`src/rtl/calc2_port_issuer_if.sv`:
```
// Signal bundle between an upstream client, calc2_port_issuer and one calc2_top request/response port.
interface calc2_port_issuer_if;
  logic        in_valid;
  logic        in_ready;
  logic [3:0]  in_cmd;
  logic [31:0] in_op1;
  logic [31:0] in_op2;
  logic [3:0]  req_cmd_in;
  logic [31:0] req_data_in;
  logic [1:0]  req_tag_in;
  logic [1:0]  out_resp;
  logic [31:0] out_data;
  logic [1:0]  out_tag;
  logic        rsp_valid;
  logic        rsp_ready;
  logic [1:0]  rsp_resp;
  logic [31:0] rsp_data;
  logic [1:0]  rsp_tag;
  logic        busy;

  modport slave (
    input  in_valid, in_cmd, in_op1, in_op2, out_resp, out_data, out_tag, rsp_ready,
    output in_ready, req_cmd_in, req_data_in, req_tag_in,
           rsp_valid, rsp_resp, rsp_data, rsp_tag, busy
  );

  modport master (
    output in_valid, in_cmd, in_op1, in_op2, out_resp, out_data, out_tag, rsp_ready,
    input  in_ready, req_cmd_in, req_data_in, req_tag_in,
           rsp_valid, rsp_resp, rsp_data, rsp_tag, busy
  );
endinterface

```
`src/rtl/calc2_port_issuer.sv`:
```
// Command FIFO, 2-bit tag pool and two-cycle request sequencer for one calc2_top port,
// with per-tag timeout and lowest-tag-first result retirement.
module calc2_port_issuer #(
  parameter int FIFO_DEPTH = 4,
  parameter int TIMEOUT    = 64
) (
  input  logic               c_clk,
  input  logic               reset,
  calc2_port_issuer_if.slave bus
);
  localparam int PTR_W = $clog2(FIFO_DEPTH);
  localparam int CNT_W = PTR_W + 1;
  localparam int TMR_W = $clog2(TIMEOUT + 1);

  typedef enum logic [1:0] {ST_IDLE, ST_CMD, ST_DATA} state_e;

  typedef struct packed {
    logic [3:0]  cmd;
    logic [31:0] op1;
    logic [31:0] op2;
  } entry_t;

  function automatic logic [1:0] lowest_idx(input logic [3:0] v);
    lowest_idx = 2'd0;
    for (int i = 3; i >= 0; i--) begin
      if (v[i]) lowest_idx = 2'(i);
    end
  endfunction

  state_e           state_q, state_d;
  entry_t           fifo_q [FIFO_DEPTH];
  logic [PTR_W-1:0] wr_ptr_q, rd_ptr_q;
  logic [CNT_W-1:0] count_q;
  logic [31:0]      op2_q;

  logic [3:0]       tag_busy_q, tag_busy_d;
  logic [3:0]       pend_q, pend_d;
  logic [1:0]       slot_resp_q [4];
  logic [1:0]       slot_resp_d [4];
  logic [31:0]      slot_data_q [4];
  logic [31:0]      slot_data_d [4];
  logic [TMR_W-1:0] timer_q [4];
  logic [TMR_W-1:0] timer_d [4];

  logic             rsp_valid_q;
  logic [1:0]       rsp_resp_q, rsp_tag_q;
  logic [31:0]      rsp_data_q;

  logic             push, pop, issue_ok, cap, retire;
  logic [1:0]       alloc_tag, next_tag;
  logic [3:0]       avail;

  assign bus.in_ready = (count_q != CNT_W'(FIFO_DEPTH));
  assign push         = bus.in_valid & bus.in_ready;
  assign pop          = (state_q == ST_CMD);
  assign issue_ok     = (count_q != '0) & ~(&tag_busy_q);
  assign alloc_tag    = lowest_idx(~tag_busy_q);
  assign cap          = (bus.out_resp != 2'd0) & tag_busy_q[bus.out_tag];
  assign retire       = rsp_valid_q & bus.rsp_ready;

  always_ff @(posedge c_clk) begin
    if (reset) begin
      wr_ptr_q <= '0;
      rd_ptr_q <= '0;
      count_q  <= '0;
    end else begin
      if (push) wr_ptr_q <= wr_ptr_q + PTR_W'(1);
      if (pop)  rd_ptr_q <= rd_ptr_q + PTR_W'(1);
      case ({push, pop})
        2'b10:   count_q <= count_q + CNT_W'(1);
        2'b01:   count_q <= count_q - CNT_W'(1);
        default: count_q <= count_q;
      endcase
    end
  end

  always_ff @(posedge c_clk) begin
    if (push) fifo_q[wr_ptr_q] <= '{cmd: bus.in_cmd, op1: bus.in_op1, op2: bus.in_op2};
    if (pop)  op2_q <= fifo_q[rd_ptr_q].op2;
  end

  always_comb begin
    state_d = state_q;
    case (state_q)
      ST_IDLE: if (issue_ok) state_d = ST_CMD;
      ST_CMD:  state_d = ST_DATA;
      ST_DATA: state_d = issue_ok ? ST_CMD : ST_IDLE;
      default: state_d = ST_IDLE;
    endcase
  end

  always_comb begin
    bus.req_cmd_in  = '0;
    bus.req_data_in = '0;
    bus.req_tag_in  = '0;
    case (state_q)
      ST_CMD: begin
        bus.req_cmd_in  = fifo_q[rd_ptr_q].cmd;
        bus.req_data_in = fifo_q[rd_ptr_q].op1;
        bus.req_tag_in  = alloc_tag;
      end
      ST_DATA: bus.req_data_in = op2_q;
      default: ;
    endcase
  end

  always_ff @(posedge c_clk) begin
    if (reset) state_q <= ST_IDLE;
    else       state_q <= state_d;
  end

  // Precedence within a tag: timeout < captured response < retire.
  always_comb begin
    tag_busy_d  = tag_busy_q;
    pend_d      = pend_q;
    slot_resp_d = slot_resp_q;
    slot_data_d = slot_data_q;
    timer_d     = timer_q;
    for (int t = 0; t < 4; t++) begin
      if (tag_busy_q[t] && !pend_q[t]) begin
        timer_d[t] = timer_q[t] - TMR_W'(1);
        if (timer_q[t] == TMR_W'(1)) begin
          pend_d[t]      = 1'b1;
          slot_resp_d[t] = 2'd0;
          slot_data_d[t] = '0;
        end
      end
    end
    if (cap) begin
      pend_d[bus.out_tag]      = 1'b1;
      slot_resp_d[bus.out_tag] = bus.out_resp;
      slot_data_d[bus.out_tag] = bus.out_data;
      timer_d[bus.out_tag]     = '0;
    end
    if (state_q == ST_CMD) begin
      tag_busy_d[alloc_tag] = 1'b1;
      pend_d[alloc_tag]     = 1'b0;
      timer_d[alloc_tag]    = TMR_W'(TIMEOUT);
    end
    if (retire) begin
      tag_busy_d[rsp_tag_q] = 1'b0;
      pend_d[rsp_tag_q]     = 1'b0;
    end
  end

  always_ff @(posedge c_clk) begin
    if (reset) begin
      tag_busy_q <= '0;
      pend_q     <= '0;
      for (int t = 0; t < 4; t++) timer_q[t] <= '0;
    end else begin
      tag_busy_q <= tag_busy_d;
      pend_q     <= pend_d;
      timer_q    <= timer_d;
    end
  end

  always_ff @(posedge c_clk) begin
    slot_resp_q <= slot_resp_d;
    slot_data_q <= slot_data_d;
  end

  // The slot being retired is excluded so the next result can load on the same edge.
  assign avail    = pend_q & ~(retire ? (4'b0001 << rsp_tag_q) : 4'b0000);
  assign next_tag = lowest_idx(avail);

  always_ff @(posedge c_clk) begin
    if (reset) begin
      rsp_valid_q <= 1'b0;
      rsp_resp_q  <= '0;
      rsp_data_q  <= '0;
      rsp_tag_q   <= '0;
    end else if (!rsp_valid_q || retire) begin
      rsp_valid_q <= |avail;
      if (|avail) begin
        rsp_tag_q  <= next_tag;
        rsp_resp_q <= slot_resp_q[next_tag];
        rsp_data_q <= slot_data_q[next_tag];
      end
    end
  end

  assign bus.rsp_valid = rsp_valid_q;
  assign bus.rsp_resp  = rsp_resp_q;
  assign bus.rsp_data  = rsp_data_q;
  assign bus.rsp_tag   = rsp_tag_q;
  assign bus.busy      = (count_q != '0) | (|tag_busy_q) | (state_q != ST_IDLE);
endmodule

```
`src/flat_wrapper.sv`:
```
// flat-port wrapper written by rule: the top's interface ports become plain ports
module calc2_port_issuer_flat 
#(
  parameter int FIFO_DEPTH = 4,
  parameter int TIMEOUT    = 64
)
  (c_clk, reset, bus_in_valid, bus_in_cmd, bus_in_op1, bus_in_op2, bus_out_resp, bus_out_data, bus_out_tag, bus_rsp_ready, bus_in_ready, bus_req_cmd_in, bus_req_data_in, bus_req_tag_in, bus_rsp_valid, bus_rsp_resp, bus_rsp_data, bus_rsp_tag, bus_busy);
  calc2_port_issuer_if bus_i ();
  input  logic c_clk;
  input  logic reset;
  input wire logic [$bits(bus_i.in_valid)-1:0] bus_in_valid;
  input wire logic [$bits(bus_i.in_cmd)-1:0] bus_in_cmd;
  input wire logic [$bits(bus_i.in_op1)-1:0] bus_in_op1;
  input wire logic [$bits(bus_i.in_op2)-1:0] bus_in_op2;
  input wire logic [$bits(bus_i.out_resp)-1:0] bus_out_resp;
  input wire logic [$bits(bus_i.out_data)-1:0] bus_out_data;
  input wire logic [$bits(bus_i.out_tag)-1:0] bus_out_tag;
  input wire logic [$bits(bus_i.rsp_ready)-1:0] bus_rsp_ready;
  output wire logic [$bits(bus_i.in_ready)-1:0] bus_in_ready;
  output wire logic [$bits(bus_i.req_cmd_in)-1:0] bus_req_cmd_in;
  output wire logic [$bits(bus_i.req_data_in)-1:0] bus_req_data_in;
  output wire logic [$bits(bus_i.req_tag_in)-1:0] bus_req_tag_in;
  output wire logic [$bits(bus_i.rsp_valid)-1:0] bus_rsp_valid;
  output wire logic [$bits(bus_i.rsp_resp)-1:0] bus_rsp_resp;
  output wire logic [$bits(bus_i.rsp_data)-1:0] bus_rsp_data;
  output wire logic [$bits(bus_i.rsp_tag)-1:0] bus_rsp_tag;
  output wire logic [$bits(bus_i.busy)-1:0] bus_busy;
  assign bus_i.in_valid = bus_in_valid;
  assign bus_i.in_cmd = bus_in_cmd;
  assign bus_i.in_op1 = bus_in_op1;
  assign bus_i.in_op2 = bus_in_op2;
  assign bus_i.out_resp = bus_out_resp;
  assign bus_i.out_data = bus_out_data;
  assign bus_i.out_tag = bus_out_tag;
  assign bus_i.rsp_ready = bus_rsp_ready;
  assign bus_in_ready = bus_i.in_ready;
  assign bus_req_cmd_in = bus_i.req_cmd_in;
  assign bus_req_data_in = bus_i.req_data_in;
  assign bus_req_tag_in = bus_i.req_tag_in;
  assign bus_rsp_valid = bus_i.rsp_valid;
  assign bus_rsp_resp = bus_i.rsp_resp;
  assign bus_rsp_data = bus_i.rsp_data;
  assign bus_rsp_tag = bus_i.rsp_tag;
  assign bus_busy = bus_i.busy;
  calc2_port_issuer #(.FIFO_DEPTH(FIFO_DEPTH), .TIMEOUT(TIMEOUT)) u_core (.c_clk(c_clk), .reset(reset), .bus(bus_i));
endmodule
```
`config.mk`:
```
export PLATFORM = sky130hd
export DESIGN_NAME = calc2_port_issuer_flat
export DESIGN_NICKNAME = d
export VERILOG_FILES = /design/src/rtl/calc2_port_issuer_if.sv /design/src/rtl/calc2_port_issuer.sv /design/src/flat_wrapper.sv
export SDC_FILE = /design/constraint.sdc
export NUM_CORES = 1
export LEC_CHECK = 0
export CAP_MARGIN = 20
export CORE_MARGIN = 8
export CORE_UTILIZATION = 51
export DETAILED_ROUTE_END_ITERATION = 8
export GPL_TIMING_DRIVEN = 0
export PLACE_DENSITY_LB_ADDON = 0.25
export REMOVE_ABC_BUFFERS = 1
export SLEW_MARGIN = 20
export SYNTH_ARGS = -nofsm -noshare
export SYNTH_HDL_FRONTEND = slang
export SYNTH_SLANG_ARGS = --single-unit
```
`constraint.sdc`:
```
create_clock -name c_clk -period 2.8 [get_ports c_clk]
set_input_delay 0.56 -clock c_clk [delete_from_list [all_inputs] [get_ports c_clk]]
set_output_delay 0.56 -clock c_clk [all_outputs]
set_load 0.01 [all_outputs]
```
### Yosys cells after proc, flatten, opt, wreduce, memory -nomap -nowiden

Memories as Yosys holds them, arrays and structs flattened. A register that Yosys moved wholly into a read port is not among the register bits.
Cells that the tools add are included.
W data, S select, Z words.

* $add $sub $neg: 8
* $lt $le $gt $ge: 11
* equal/unequal tests: 10
* shift-type cells: 1
* mux-type cells: 81
* bitwise logic cells: 25
* reductions and logical operators: 24

Operator list (number)
* $mux W32: 11
* $bwmux W128: 1
* $mux W128: 1
* $bmux W32 S2: 1
* $demux W32 S2: 1
* $pmux W32 S2: 1
* $mux W28: 2
* $mux W2: 23
* $mux W7: 6
* $and A28 B28 Y28: 1
* $demux W7 S2: 2
* $eq A7 B1 Y1 const B: 4
* $mux W4: 7
* $not A28 Y28: 1
* $sub A7 B1 Y7 const B: 4
* $and A24 B24 Y24: 1
* $not A24 Y24: 1
* $and A4 B4 Y4: 4
* $not A4 Y4: 4
* $mux W1: 15
* $or A4 B4 Y4: 3
* $ge A3 B3 Y1 const B: 3
* $logic_and A1 B1 Y1: 9
* $lt A2 B3 Y1 const B: 3
* 30 further kinds: 51

* flip-flop bits (word level): 250
* RAM bits: 272
* output and inout bits: 77
* word-level logic and storage cells: 184
* memories: 1

Memories
* u_core.fifo_q: words 4, bits a word 68, read ports 1, clocked after Yosys merged registers in 1, wr ports 1, RTL line calc2_port_issuer.sv:31 `entry_t fifo_q [FIFO_DEPTH];`

### Logic depth before layout (Yosys ltp)

* depth in word-level cells: 14
* mapped depth: 10
* gate-level depth less buffers: 10

### Worst setup path before layout

OpenSTA, ideal clock, no wires.

* path type: register to register
* start point: register u_core.count_q[0]
* end point: memory u_core.fifo_q[0][0] in the netlist's numbering (enable)
* setup time: 434 ps
* data arrival time: 2292 ps
* path slack: 75 ps
* stages on the path, launching flop included: 4
* clock period less this slack: 2725 ps
* cells stage by stage: dfxtp_1 > inv_1 > nand3_1 > and3_1

* longest elaborated chain between the ends: 4

RTL lines
* from (decl): RTL line calc2_port_issuer.sv:33 `logic [CNT_W-1:0] count_q;`
* from (signal assigned): RTL line calc2_port_issuer.sv:70 `2'b10: count_q <= count_q + CNT_W'(1);`
* from (signal assigned): RTL line calc2_port_issuer.sv:71 `2'b01: count_q <= count_q - CNT_W'(1);`
* from (signal assigned): RTL line calc2_port_issuer.sv:72 `default: count_q <= count_q;`
* $ne A3 B3 Y1: RTL line calc2_port_issuer.sv:53 `assign bus.in_ready = (count_q != CNT_W'(FIFO_DEPTH));`
* named net bus_in_ready: RTL line flat_wrapper.sv:19 `output wire logic [$bits(bus_i.in_ready)-1:0] bus_in_ready;`
* $and A1 B1 Y1: RTL line calc2_port_issuer.sv:54 `assign push = bus.in_valid & bus.in_ready;`
* $mux W1: RTL line calc2_port_issuer.sv:78 `if (push) fifo_q[wr_ptr_q] <= '{cmd: bus.in_cmd, op1: bus.in_op1, op2: bus.in_op2};`
* $mux W1 (implied by the code): RTL line calc2_port_issuer.sv:78
* to (decl): RTL line calc2_port_issuer.sv:31

The timed path passes the listed nets, and every way through them passes these cells.

==> impl_metrics.ini <==
[global_route]
grt_max_degree = 44
overflow = 0
grt_pass1_vias = 12800
grtUsageTotal = 0.209
antenna_found_initial = 9
grt_pass1_wl_mm = 75.6

[logic_synthesis]
yosysSeqAreaShare = 0.676
yosys_warnings = 0
synth_area_per_cell_um2 = 15.4
synth-seq-cells = 524
synth_flop_cell = edfxtp_1
async_flop_share = 0
syn-cell-area_mm2 = 0.0200
netlist_instances = 1303
synth-edff-count = 304
ys_types = 58

[cts]
cts_tree = built
ctsRootBufferMaster = clkbuf_16
cts_buffers = 54
clock_sinks = 524
clk_pin_slew_ns = 0.06
cts.path.max_buffers = 3
htreeDepth = 2
cts_hold_buf = 0
clk_latency_ns = 0.59

[route]
drt_iter0_drc = 837
drt-met1-wl_mm = 21.4
routed-wl-met3_mm = 2.88
viasPerCell = 5.82
wire_per_inst_um = 23.2
vias = 12200
drtPass1Iterations = 5
met2_length_mm = 23.4
finalWirelength_mm = 48.7
ant_nets = 0
drc = 0
highest-signal-layer = met5

[run_status]
outcome = finished, violations left
violations = setup timing

[final_layout]
syn2layout_area_growth_pct = 25.6
fin_cells = 2098
finish.utilization = 0.649
fillers = 2766
finalNetCount = 1659
final_cell_mix = edfxtp_1 (304), dfxtp_1 (216), clkdlybuf4s50_1 (145)
drive_above_1_share = 0.226
final_common_cell = edfxtp_1

[hold_path]
holdPathStages = 1
hold_class = flip-flop to flip-flop

[pwr]
power_mw = 22.0
leakage_nw = 8.57
ir_drop_mv = 0.550
power.density_mw_per_mm2 = 875

[floorplan]
std_cell_rows = 72
die_h_um = 214
ios = 185
core_region_area_mm2 = 0.0387
die_w_um = 214
die-area_mm2 = 0.0458
start_util = 0.517

[placed_design]
port_buffers = 184
gp_congestion = 0.792
dpl.hpwl_mm = 28.6
place_inst = 1943

[timing]
finalCriticalPeriod_ns = 2.80
fmax_ghz = 0.357
whs_ns = 0.469
layout_setup_ws_ns = -0.00161
finalCritPeriodShare = 1.00
worst_slew_pin_slew_ns = 0.955
slew_viol_final = 0
rsz0062_at_grt = yes
hold_violations = 0
fin_skew_ns = 0.0189
slew_headroom = 0.361
setup_viol = 1

[setup_path]
path_class = flip-flop to output port
endpoint_kind = output port
critPathArrivalTime_ns = 2.24
cp.required_ns = 2.24
start_kind = flip-flop
r2r_slack_ns = 0.45
crit_path_max_fanout = 5
reg2regPathDepth = 6

[job]
maxCapViolCount = 0
final timing paths:
| kind | startpoint | to |
|---|---|---|
| max | flip-flop | bus_req_data_in[4] |
| min reg2reg | u_core.bus.rsp_data[1] | u_core.bus.rsp_data[1] |
| max reg2reg | u_core.bus.rsp_tag[0] | u_core.bus.rsp_data[21] |
| min | u_core.bus.rsp_data[1] | u_core.bus.rsp_data[1] |
cells by family after synthesis:
group | after synthesis | share of synthesized area
compound gates | 277 | 0.120
buf+inv | 118 | 0.0292
mux | 71 | 0.0780
flops | 524 | 0.676
simple gates | 266 | 0.0721
fa+ha+maj | 18 | 0.0116
xor+xnor | 29 | 0.0127
worst max-delay path, cell delays in order, from the launching register on:
cell,delay [ns]
dfxtp_4,0.40
buf_12,0.15
buf_16,0.13
buf_12,0.11
mux4_2,0.49
a22oi_2,0.16
nor2b_1,0.08
buf_2,0.14
metal layers:
| layer | track usage | up-vias |
|---|---|---|
| li1 | - | 5534 |
| met1 | 0.283 | 6230 |
| met2 | 0.333 | 350 |
| met3 | 0.0464 | 76 |
| met4 | 0.0676 | 12 |
| met5 | 0 | - |
area by class of cell:
cell class,count,area [um2],share of cell area
diodes,3,7.51,0.000299
repair buffers,266,2900,0.115
clock inverters,28,262,0.0104
well taps,518,648,0.0258
flip-flops and latches,524,13500,0.539
inverters,26,97.6,0.00388
clock buffers,72,1490,0.0594
multi-input cells,661,6190,0.246
cells in the mapped netlist, types with 6 or more instances:
cell | n | area (um2)
xor2_1 | 11 | 96.3
mux4_2 | 68 | 1530
nand2_1 | 88 | 330
nor2_1 | 45 | 169
inv_1 | 26 | 97.6
buf_2 | 37 | 185
edfxtp_1 | 304 | 9130
clkbuf_1 | 38 | 143
buf_1 | 6 | 22.5
a32o_1 | 34 | 340
nor2b_1 | 40 | 250
a22oi_1 | 33 | 248
a21oi_1 | 14 | 70.1
nand3_2 | 29 | 290
nor3_1 | 15 | 75.1
dfxtp_1 | 220 | 4400
xnor2_1 | 18 | 158
a22o_1 | 136 | 1190
o22a_1 | 34 | 298
ha_1 | 17 | 213
and2_1 | 6 | 37.5
nand3_1 | 14 | 70.1
where the power goes:
| part | internal [mW] | switching, mW |
|---|---|---|
| Combinational | 2.67 | 2.24 |
| Clock | 4.19 | 2.88 |
| Sequential | 9.46 | 0.567 |
stage by stage:
step / instance area (um2) / setup WS [ns] / TNS (ns)
2_1_floorplan: 19500 / -1.56 / -153.78
5_1_grt: 25100 / -0.102 / -0.849
3_3_place_gp: 22000 / -5.37 / -1252.99
3_5_place_dp: 22800 / -0.267 / -8.04
6_report: 25100 / -0.00161 / -0.00161
4_1_cts: 25200 / -0.156 / -1.65
registers in the layout, indices dropped and copies added, names as in the netlist, named ones only:
signal	flops
u_core.slot_data_q	128
u_core.wr_ptr_q	2
u_core.bus.rsp_resp	2
u_core.state_q	2
u_core.tag_busy_q	4
u_core.bus.rsp_data	32
u_core.slot_resp_q	8
u_core.pend_q	4
u_core.bus.rsp_tag	2
u_core.count_q	3
u_core.fifo_q	272
u_core.op2_q	32
u_core.bus.rsp_valid	1
u_core.timer_q	28
u_core.rd_ptr_q	2
repair_timing:
item	CTS	global route
gates resized for setup	169	31
pin swaps	9	10
gates cloned	6	0
endpoints found under the setup margin	38	32
setup buffers	44	7
No activity file was read; power rests on OpenSTA's default activity.
